$ cat src/rtl/minsoc_rst_seq_pkg.sv
// Purpose: shared state encodings and default timing values for the reset sequencer.
// Latency: n/a (types and constants only).
// Backpressure: n/a.
package minsoc_rst_seq_pkg;

    typedef enum logic [2:0] {
        ST_PLL_RST   = 3'd0,
        ST_WAIT_LOCK = 3'd1,
        ST_STABLE    = 3'd2,
        ST_HOLD      = 3'd3,
        ST_RUN       = 3'd4
    } rst_state_t;

    localparam int DEF_PLL_RST_CYCLES     = 8;
    localparam int DEF_SYNC_STAGES        = 2;
    localparam int DEF_LOCK_STABLE_CYCLES = 256;
    localparam int DEF_RST_HOLD_CYCLES    = 16;
    localparam int DEF_LOCK_TIMEOUT       = 65536;

    // Largest of four counts; sizes the single shared state counter.
    function automatic int max4(input int a, input int b, input int c, input int d);
        int m;
        m = a;
        if (b > m) m = b;
        if (c > m) m = c;
        if (d > m) m = d;
        return m;
    endfunction

endpackage

$ cat src/rtl/minsoc_sync_bit.sv
// Purpose: N-stage single-bit synchronizer, flops clear to 0 on async active-high rst.
// Latency: STAGES clk cycles from d to q.
// Backpressure: none; q simply follows d.
// Ports: clk, rst (async, active-high), d (async input), q (synchronized output).
module minsoc_sync_bit #(
    parameter int STAGES = 2
) (
    input  logic clk,
    input  logic rst,
    input  logic d,
    output logic q
);

    logic [STAGES-1:0] sync_ff;

    always_ff @(posedge clk or posedge rst) begin
        if (rst) begin
            sync_ff <= '0;
        end else begin
            sync_ff <= {sync_ff[STAGES-2:0], d};
        end
    end

    assign q = sync_ff[STAGES-1];

endmodule

$ cat src/rtl/minsoc_rst_seq.sv
// Purpose: PLL restart / lock qualification / system reset release sequencer on the reference clock.
// Latency: lock change seen SYNC_STAGES cycles late, state and all outputs move one edge after that.
// Backpressure: none; soft_rst_req is a single-cycle request that is always accepted.
// Ports: clk, reset (async active-high), pll_locked (async), soft_rst_req -> pll_areset, sys_rst,
//        rst_ready (high only in RUN), relock_count (saturating lock-loss/timeout count).
module minsoc_rst_seq
    import minsoc_rst_seq_pkg::*;
#(
    parameter int PLL_RST_CYCLES     = DEF_PLL_RST_CYCLES,
    parameter int SYNC_STAGES        = DEF_SYNC_STAGES,
    parameter int LOCK_STABLE_CYCLES = DEF_LOCK_STABLE_CYCLES,
    parameter int RST_HOLD_CYCLES    = DEF_RST_HOLD_CYCLES,
    parameter int LOCK_TIMEOUT       = DEF_LOCK_TIMEOUT
) (
    input  logic       clk,
    input  logic       reset,
    input  logic       pll_locked,
    input  logic       soft_rst_req,
    output logic       pll_areset,
    output logic       sys_rst,
    output logic       rst_ready,
    output logic [7:0] relock_count
);

    localparam int CNT_MAX = max4(PLL_RST_CYCLES, LOCK_STABLE_CYCLES, RST_HOLD_CYCLES, LOCK_TIMEOUT);
    localparam int CNT_W   = (CNT_MAX > 1) ? $clog2(CNT_MAX) : 1;

    // Counter starts at 0 on the entry edge, so the last cycle of an N-cycle state sees N-1.
    localparam logic [CNT_W-1:0] PLL_RST_LAST = CNT_W'(PLL_RST_CYCLES - 1);
    localparam logic [CNT_W-1:0] STABLE_LAST  = CNT_W'(LOCK_STABLE_CYCLES - 1);
    localparam logic [CNT_W-1:0] HOLD_LAST    = CNT_W'(RST_HOLD_CYCLES - 1);
    localparam logic [CNT_W-1:0] TIMEOUT_LAST = CNT_W'(LOCK_TIMEOUT - 1);

    rst_state_t       state, state_nxt;
    logic [CNT_W-1:0] cnt;
    logic             cnt_clr;
    logic             relock_inc;
    logic             locked_s;

    minsoc_sync_bit #(
        .STAGES (SYNC_STAGES)
    ) u_lock_sync (
        .clk (clk),
        .rst (reset),
        .d   (pll_locked),
        .q   (locked_s)
    );

    always_comb begin
        state_nxt  = state;
        cnt_clr    = 1'b0;
        relock_inc = 1'b0;
        case (state)
            ST_PLL_RST: begin
                if (cnt == PLL_RST_LAST) state_nxt = ST_WAIT_LOCK;
            end
            ST_WAIT_LOCK: begin
                // Lock arriving on the timeout cycle wins over the restart.
                if (locked_s) begin
                    state_nxt = ST_STABLE;
                end else if (cnt == TIMEOUT_LAST) begin
                    state_nxt  = ST_PLL_RST;
                    relock_inc = 1'b1;
                end
            end
            ST_STABLE: begin
                // A glitch before qualification is not counted as a relock.
                if (!locked_s)                state_nxt = ST_WAIT_LOCK;
                else if (cnt == STABLE_LAST) state_nxt = ST_HOLD;
            end
            ST_HOLD: begin
                if (!locked_s) begin
                    state_nxt  = ST_PLL_RST;
                    relock_inc = 1'b1;
                end else if (soft_rst_req) begin
                    cnt_clr = 1'b1;
                end else if (cnt == HOLD_LAST) begin
                    state_nxt = ST_RUN;
                end
            end
            ST_RUN: begin
                if (!locked_s) begin
                    state_nxt  = ST_PLL_RST;
                    relock_inc = 1'b1;
                end else if (soft_rst_req) begin
                    state_nxt = ST_HOLD;
                end
            end
            default: state_nxt = ST_PLL_RST;
        endcase
        if (state_nxt != state) cnt_clr = 1'b1;
    end

    always_ff @(posedge clk or posedge reset) begin
        if (reset) begin
            state        <= ST_PLL_RST;
            cnt          <= '0;
            relock_count <= 8'd0;
            pll_areset   <= 1'b1;
            sys_rst      <= 1'b1;
            rst_ready    <= 1'b0;
        end else begin
            state <= state_nxt;
            if (cnt_clr) begin
                cnt <= '0;
            end else if (state != ST_RUN) begin
                // RUN has no timed exit, so its count is frozen rather than left to wrap.
                cnt <= cnt + CNT_W'(1);
            end
            if (relock_inc && (relock_count != 8'hFF)) begin
                relock_count <= relock_count + 8'd1;
            end
            // Outputs decode the next state so they switch on the same edge as the state.
            pll_areset <= (state_nxt == ST_PLL_RST);
            sys_rst    <= (state_nxt != ST_RUN);
            rst_ready  <= (state_nxt == ST_RUN);
        end
    end

endmodule

$ cat config.mk
export PLATFORM = sky130hd
export DESIGN_NAME = minsoc_rst_seq
export DESIGN_NICKNAME = d
export VERILOG_FILES = /design/src/rtl/minsoc_rst_seq_pkg.sv /design/src/rtl/minsoc_sync_bit.sv /design/src/rtl/minsoc_rst_seq.sv
export SDC_FILE = /design/constraint.sdc
export NUM_CORES = 1
export LEC_CHECK = 0
export ABC_AREA = 1
export BUFFER_PORTS_ARGS = -buffer_cell sky130_fd_sc_hd__buf_2
export CORE_UTILIZATION = 30
export CTS_BUF_LIST = sky130_fd_sc_hd__clkbuf_16
export DETAILED_ROUTE_END_ITERATION = 10
export GPL_TIMING_DRIVEN = 0
export SLEW_MARGIN = 40
export SYNTH_ARGS = -nofsm -noshare
export SYNTH_HDL_FRONTEND = slang
export SYNTH_SLANG_ARGS = --single-unit
$ cat constraint.sdc
create_clock -name clk -period 4.2 [get_ports clk]
set_input_delay 0.63 -clock clk [delete_from_list [all_inputs] [get_ports clk]]
set_output_delay 0.63 -clock clk [all_outputs]
set_load 0.005 [all_outputs]
* Yosys cells after proc, flatten, opt, wreduce, memory -nomap -nowiden
Cells that the tools add are included.
W data, S select, Z words.
** Operators by class
- Add/sub/neg operators :: 2
- Eq/ne operators :: 13
- Mux-type cells :: 21
- Reductions and logical operators :: 5
** Operator list (number)
- $mux W16 :: 2
- $mux W3 :: 10
- $add A16 B1 Y16 const B :: 1
- $eq A16 B16 Y1 const B :: 1
- $eq A16 B3 Y1 const B :: 1
- $eq A16 B4 Y1 const B :: 1
- $eq A16 B8 Y1 const B :: 1
- $pmux W3 S5 :: 1
- $add A8 B1 Y8 const B :: 1
- $ne A8 B8 Y1 const B :: 1
- $mux W1 :: 7
- $eq A3 B2 Y1 const B :: 2
- $eq A3 B3 Y1 const B :: 2
- $logic_not A3 Y1 :: 2
- $ne A3 B3 Y1 const B :: 2
- $eq A3 B1 Y1 const B :: 1
- $ne A3 B3 Y1 :: 1
- $pmux W1 S2 :: 1
- $reduce_bool A2 Y1 :: 1
- $reduce_or A2 Y1 :: 1
- $logic_and A1 B1 Y1 :: 1
** Storage, ports and cells
- Register bits :: 32
- Input port bits :: 4

* Depth between registers and ports, before layout
- Depth after elaboration :: 8
- Depth in mapped cells :: 13
- Depth with buffers taken out :: 12

* Modules after synthesis
A second synthesis with hierarchy kept.
** Unflattened totals
- Cells, all modules :: 219
- Area, all modules :: 1774.2 µm²
** Modules (own cells, without submodules)
- minsoc_rst_seq :: times used 1, cells each 216, area an instance 1720.4 µm², seq. area each 753.2 µm²
- minsoc_sync_bit :: times used 1, cells each 3, area an instance 53.8 µm², seq. area each 50.0 µm²

* Worst setup path before layout
OpenSTA, ideal clock, no wires.
- Path type :: input -> register
- Start :: input port soft_rst_req
- End :: register cnt[1]
- Library setup time :: 128 ps
- Arrival time :: 1595 ps
- Required time :: 4072 ps
- Path slack :: 2478 ps
- Stages on the path :: 11
- Buffers on the path :: 1
- Cell sequence :: inv_1 nand4_1 nor2_1 nand2_1 nand2_2 nand2_2 nor2_1 nor2_4 nand2_4 buf_12 nor2_4
** Between the ends
- Cells in the longest elaborated chain, start to end :: 6
- Elaborated cells on any way between the ends :: 12
- Those cells by class :: eq/ne (1); mux (10); reduce/logical (1)
** Ends and longest elaborated chain
- start, declared :: RTL line minsoc_rst_seq.sv:18 : input logic soft_rst_req,
- $mux W3, on equally long branches :: RTL line minsoc_rst_seq.sv:85, minsoc_rst_seq.sv:75
- $mux W3, on equally long branches :: RTL line minsoc_rst_seq.sv:82, minsoc_rst_seq.sv:72
- $pmux W3 S5 (*) :: RTL line minsoc_rst_seq.sv:53 : case (state)
- named net state_nxt[1] :: RTL line minsoc_rst_seq.sv:34 : rst_state_t state, state_nxt;
- $ne A3 B3 Y1 (*) :: RTL line minsoc_rst_seq.sv:91 : if (state_nxt != state) cnt_clr = 1'b1;
- $mux W1 (*) :: RTL line minsoc_rst_seq.sv:91
- $mux W16 / $reduce_bool A2 Y1 (equally long branches)
- end signal, assigned :: RTL line minsoc_rst_seq.sv:108 : cnt <= cnt + CNT_W'(1);
- end, declared :: RTL line minsoc_rst_seq.sv:35 : logic [CNT_W-1:0] cnt;
The timed path passes the listed nets; every way through them passes the cells marked *.
A chain may end at the register's enable or synchronous reset.

* Final worst setup path
- Start :: register cnt[0]
- End :: register cnt[2]
** Between the ends
- Cells in the longest elaborated chain, start to end :: 8
- Elaborated cells on any way between the ends :: 19
- Those cells by class :: add/sub (1); eq/ne (5); mux (12); reduce/logical (1)
** Ends and longest elaborated chain
- $eq A16 B4 Y1 :: RTL line minsoc_rst_seq.sv:77 : end else if (cnt == HOLD_LAST) begin
- $mux W3 :: RTL line minsoc_rst_seq.sv:77
- $mux W3 :: RTL line minsoc_rst_seq.sv:75 : end else if (soft_rst_req) begin
- $mux W3 :: RTL line minsoc_rst_seq.sv:72 : if (!locked_s) begin
- $pmux W3 S5 :: RTL line minsoc_rst_seq.sv:53
- $ne A3 B3 Y1 :: RTL line minsoc_rst_seq.sv:91
- $mux W1 :: RTL line minsoc_rst_seq.sv:91
- $mux W16 / $reduce_bool A2 Y1 (equally long branches)
Parallel ways exist; a longest one is shown, timed or not. The select of a mux whose other input is x is not followed.

==> impl_summary.txt <==
----------------------------------------------------
[Outcome]
  Result of the run ... finished, final reports clean

[Route]
  Number of remaining DRC errors ... 0
  First drt pass iteration count ... 4
  Iteration-0 DRC Markers ... 55
  Routed len/inst ... 10.7 um
  Total wire length ... 3540 um
  Via density per instance ... 4.48
  Detailed-route via count ... 1488
  Routed Antenna Nets ... 0

[Die]
  Area enclosed by the die boundary ... 6760 um^2
  Area of the core region ... 6060 um^2
  Die extent in y ... 82.2 um
  Floorplan row count ... 28
  Effective utilization at floorplan ... 0.319
  Number of top-level design ports ... 15
  Die extent in x ... 82.2 um

[Timing]
  Post-route minimum period ... 1.84 ns
  Final worst hold slack ... 0.345 ns
  Final max-slew violation count ... 0
  Maximum clock frequency ... 0.543 GHz
  Final-report setup violation count ... 0
  Transition time at the pin with the least slew margin ... 0.660 ns
  Period utilization ... 0.439
  Remaining max-slew budget at the tightest pin ... 0.559
  Clock tree skew after final layout ... 0.00255 ns
  Final Hold Vio Count ... 0
  Final total negative setup slack ... 0 ns
  Unrepaired setup endpoints after global routing ... false

[Critical path]
  Crit path kind ... flip-flop to flip-flop
  Reg2reg start ... cnt[0]
  Endpoint required time on the critical path ... 4.41 ns
  Arrival time of the worst setup path ... 2.05 ns
  Crit-path max FO ... 10
  Reg2Reg Depth ... 13
  Setup crit start kind ... flip-flop
  First element of the critical path ... cnt[0]
  CP endpoint kind ... flip-flop

[Logic synthesis]
  Per-instance average area after synthesis ... 8.22 um^2
  Count of flip-flops with a built-in enable after synthesis ... 0
  Number of nets produced by synthesis ... 241
  Synth Instances ... 235
  Portion of netlist area occupied by mux cells ... 0
  Synthesized area ... 1930 um^2
  YS warnings ... 0
  Main combinational cell family by area after synthesis ... simple AND/OR/NAND/NOR gates
  Synthesized-area fraction occupied by and/or/nand/nor cells ... 0.384
  Xor-xnor portion of the synthesized cell area ... 0.0817
  Prevailing post-synth register cell ... sky130_fd_sc_hd__dfrtp_1
  Share of synthesized flip-flops with an asynchronous set or reset ... 1.00
  Number of distinct library cells after synthesis ... 30
  Adder-Cell Fraction of Synth Area ... 0.0130
  Count of state elements after synthesis ... 32
  Post-synthesis sequential area ratio ... 0.416
  Synth Area in Compound Gates ... 0.0363

[Final layout]
  Share of the core filled with cells in the final layout ... 0.373
  Post-layout nets ... 262
  Fill cell total of the finished layout ... 625
  Most frequent cells in the layout ... 55 x sky130_fd_sc_hd__nand2_1, 30 x sky130_fd_sc_hd__dfrtp_1, 28 x sky130_fd_sc_hd__nor2_1
  Share of layout cells above drive strength 1 ... 0.214
  Post-route insts no fill ... 332
  Sequential cell area in the final layout ... 803 um^2
  Area Overhead vs Synth ... 17.0%
  Most common cell after layout, fill and taps aside ... sky130_fd_sc_hd__nand2_1
  Total area of multi-input combinational cells ... 995 um^2
  Antenna diode count ... 0

[Hold path]
  Hold_sp ... u_lock_sync.sync_ff[0]
  Type of the worst min-delay path ... flip-flop to flip-flop
  Hold path cells ... 0

[Placed design]
  # port buffers ... 14
  Dpl cells ... 324
  Detailed placer's ending HPWL ... 2670 um
  Final weighted congestion of routability-driven global placement ... 0.792

[Clocking]
  CTS clock-pin slew for the worst setup and hold paths ... 0.05 ns
  Maximum buffer depth of the clock tree ... 2
  Clock sinks ... 32
  Worst-skew pair later-pin latency ... 0.27 ns
  Total clock buffers created by CTS ... 5
  Cts hold-fix bufs ... 0
  Number of gates given a new drive strength after cts ... 0
  Count of H-tree levels built during CTS ... 2
  CTS root buf ... sky130_fd_sc_hd__clkbuf_16
  Post-CTS setup buffer count ... 0
  CTS tree ... yes

[GRT]
  GR Overflow Total ... 0
  Global routing usage summed across all routing layers ... 0.128
  Initial antenna violation count ... 0
  Pin count of the biggest net entering global routing ... 33
  Wire length of the first global-routing pass ... 6490 um
  Vias in the first global route ... 1404

[Power]
  Post-route total power ... 0.00114 W
  P_leak ... 1.11 nW
  Pwr per Cell Area ... 504 nW/um^2
  Worst IR Drop VDD ... 0.000247 V

[Job]
  Max_cap viols ... 0

----------------------------------------------------
[worst max-delay path, cell delays in order (launching register included)]
cell                       delay [ns]
sky130_fd_sc_hd__dfrtp_1         0.40
sky130_fd_sc_hd__ha_1            0.24
sky130_fd_sc_hd__nand2_1         0.14
sky130_fd_sc_hd__nor2_4          0.05
sky130_fd_sc_hd__nand2_2         0.10
sky130_fd_sc_hd__inv_1           0.05
sky130_fd_sc_hd__nand2_1         0.05
sky130_fd_sc_hd__nand2_1         0.05
sky130_fd_sc_hd__nand2_1         0.08
sky130_fd_sc_hd__nand2_1         0.05
sky130_fd_sc_hd__o21bai_1        0.21
sky130_fd_sc_hd__nand2_4         0.12
sky130_fd_sc_hd__buf_12          0.18
sky130_fd_sc_hd__nor2_4          0.07
[metrics by stage]
| step | instance area, um^2 | setup slack (ns) |
|---|---|---|
| after floorplan | 1930 | 2.48 |
| after global placement | 2090 | 2.20 |
| after detailed placement | 2090 | 2.20 |
| after CTS | 2260 | 2.33 |
| after global routing | 2260 | 2.12 |
| final | 2260 | 2.36 |
[routing by layer]
| metal | up-vias | track usage | routed length, um |
|---|---|---|---|
| met4 | 0 | 0.0579 | 75 |
| met3 | 5 | 0.0363 | 117 |
| li1 | 776 | - | - |
| met1 | 685 | 0.177 | 1830 |
| met2 | 22 | 0.184 | 1520 |
| met5 | - | 0 | 0 |
[report_power, final]
group          internal, W  switching, W
logic             0.000132      0.000220
registers         0.000347     0.0000397
clock network     0.000276      0.000123
total             0.000755      0.000383
[layout make-up]
cell class | instances | share of cell area
multi-input cells | 173 | 0.440
flip-flops and latches | 32 | 0.356
clock buffers | 5 | 0.0554
inverters | 28 | 0.0465
well taps | 75 | 0.0416
repair buffers | 14 | 0.0310
clock inverters | 3 | 0.0172
plain buffers | 2 | 0.0122
[worst paths after layout]
| check | end | slack (ns) |
|---|---|---|
| max | cnt[2] | 2.36 |
| min | u_lock_sync.sync_ff[1] | 0.35 |
| max reg2reg | cnt[2] | 2.36 |
| min reg2reg | u_lock_sync.sync_ff[1] | 0.35 |
| max in group asynchronous | cnt[2] | 3.32 |
| min in group asynchronous | u_lock_sync.sync_ff[0] | 0.45 |
[cell usage after synthesis (2+ instances only)]
cell	number	area share
sky130_fd_sc_hd__o21ai_1	3	0.0078
sky130_fd_sc_hd__xor2_1	14	0.064
sky130_fd_sc_hd__nor2_4	13	0.076
sky130_fd_sc_hd__dfrtp_1	30	0.39
sky130_fd_sc_hd__nand2_1	55	0.11
sky130_fd_sc_hd__inv_2	2	0.0039
sky130_fd_sc_hd__nand3_1	18	0.047
sky130_fd_sc_hd__a21oi_1	2	0.0052
sky130_fd_sc_hd__dfstp_2	2	0.027
sky130_fd_sc_hd__nor3_4	2	0.017
sky130_fd_sc_hd__nor3_1	5	0.013
sky130_fd_sc_hd__nand2_2	8	0.026
sky130_fd_sc_hd__inv_1	26	0.051
sky130_fd_sc_hd__ha_1	2	0.013
sky130_fd_sc_hd__o21ai_0	2	0.0052
sky130_fd_sc_hd__xnor2_1	4	0.018
sky130_fd_sc_hd__nand4_1	5	0.016
sky130_fd_sc_hd__nor2_1	28	0.054
sky130_fd_sc_hd__nor2_2	2	0.0065
sky130_fd_sc_hd__o21bai_1	2	0.0078
[sequential cells by signal (all words and copies together) (netlist names)]
signal and cells:
cnt 16, relock_count 8, state 3, u_lock_sync.sync_ff 2, pll_areset 1, rst_ready 1
sys_rst 1
[logic make-up (layout without fill, tap and decap cells)]
family          Yosys count  after routing
buf+inv                  30             52
fa+ha+maj                 2              2
flops                    32             32
simple gates            141            141
compound gates           12             12
xor+xnor                 18             18
No activity file was read; power rests on OpenSTA's default activity.
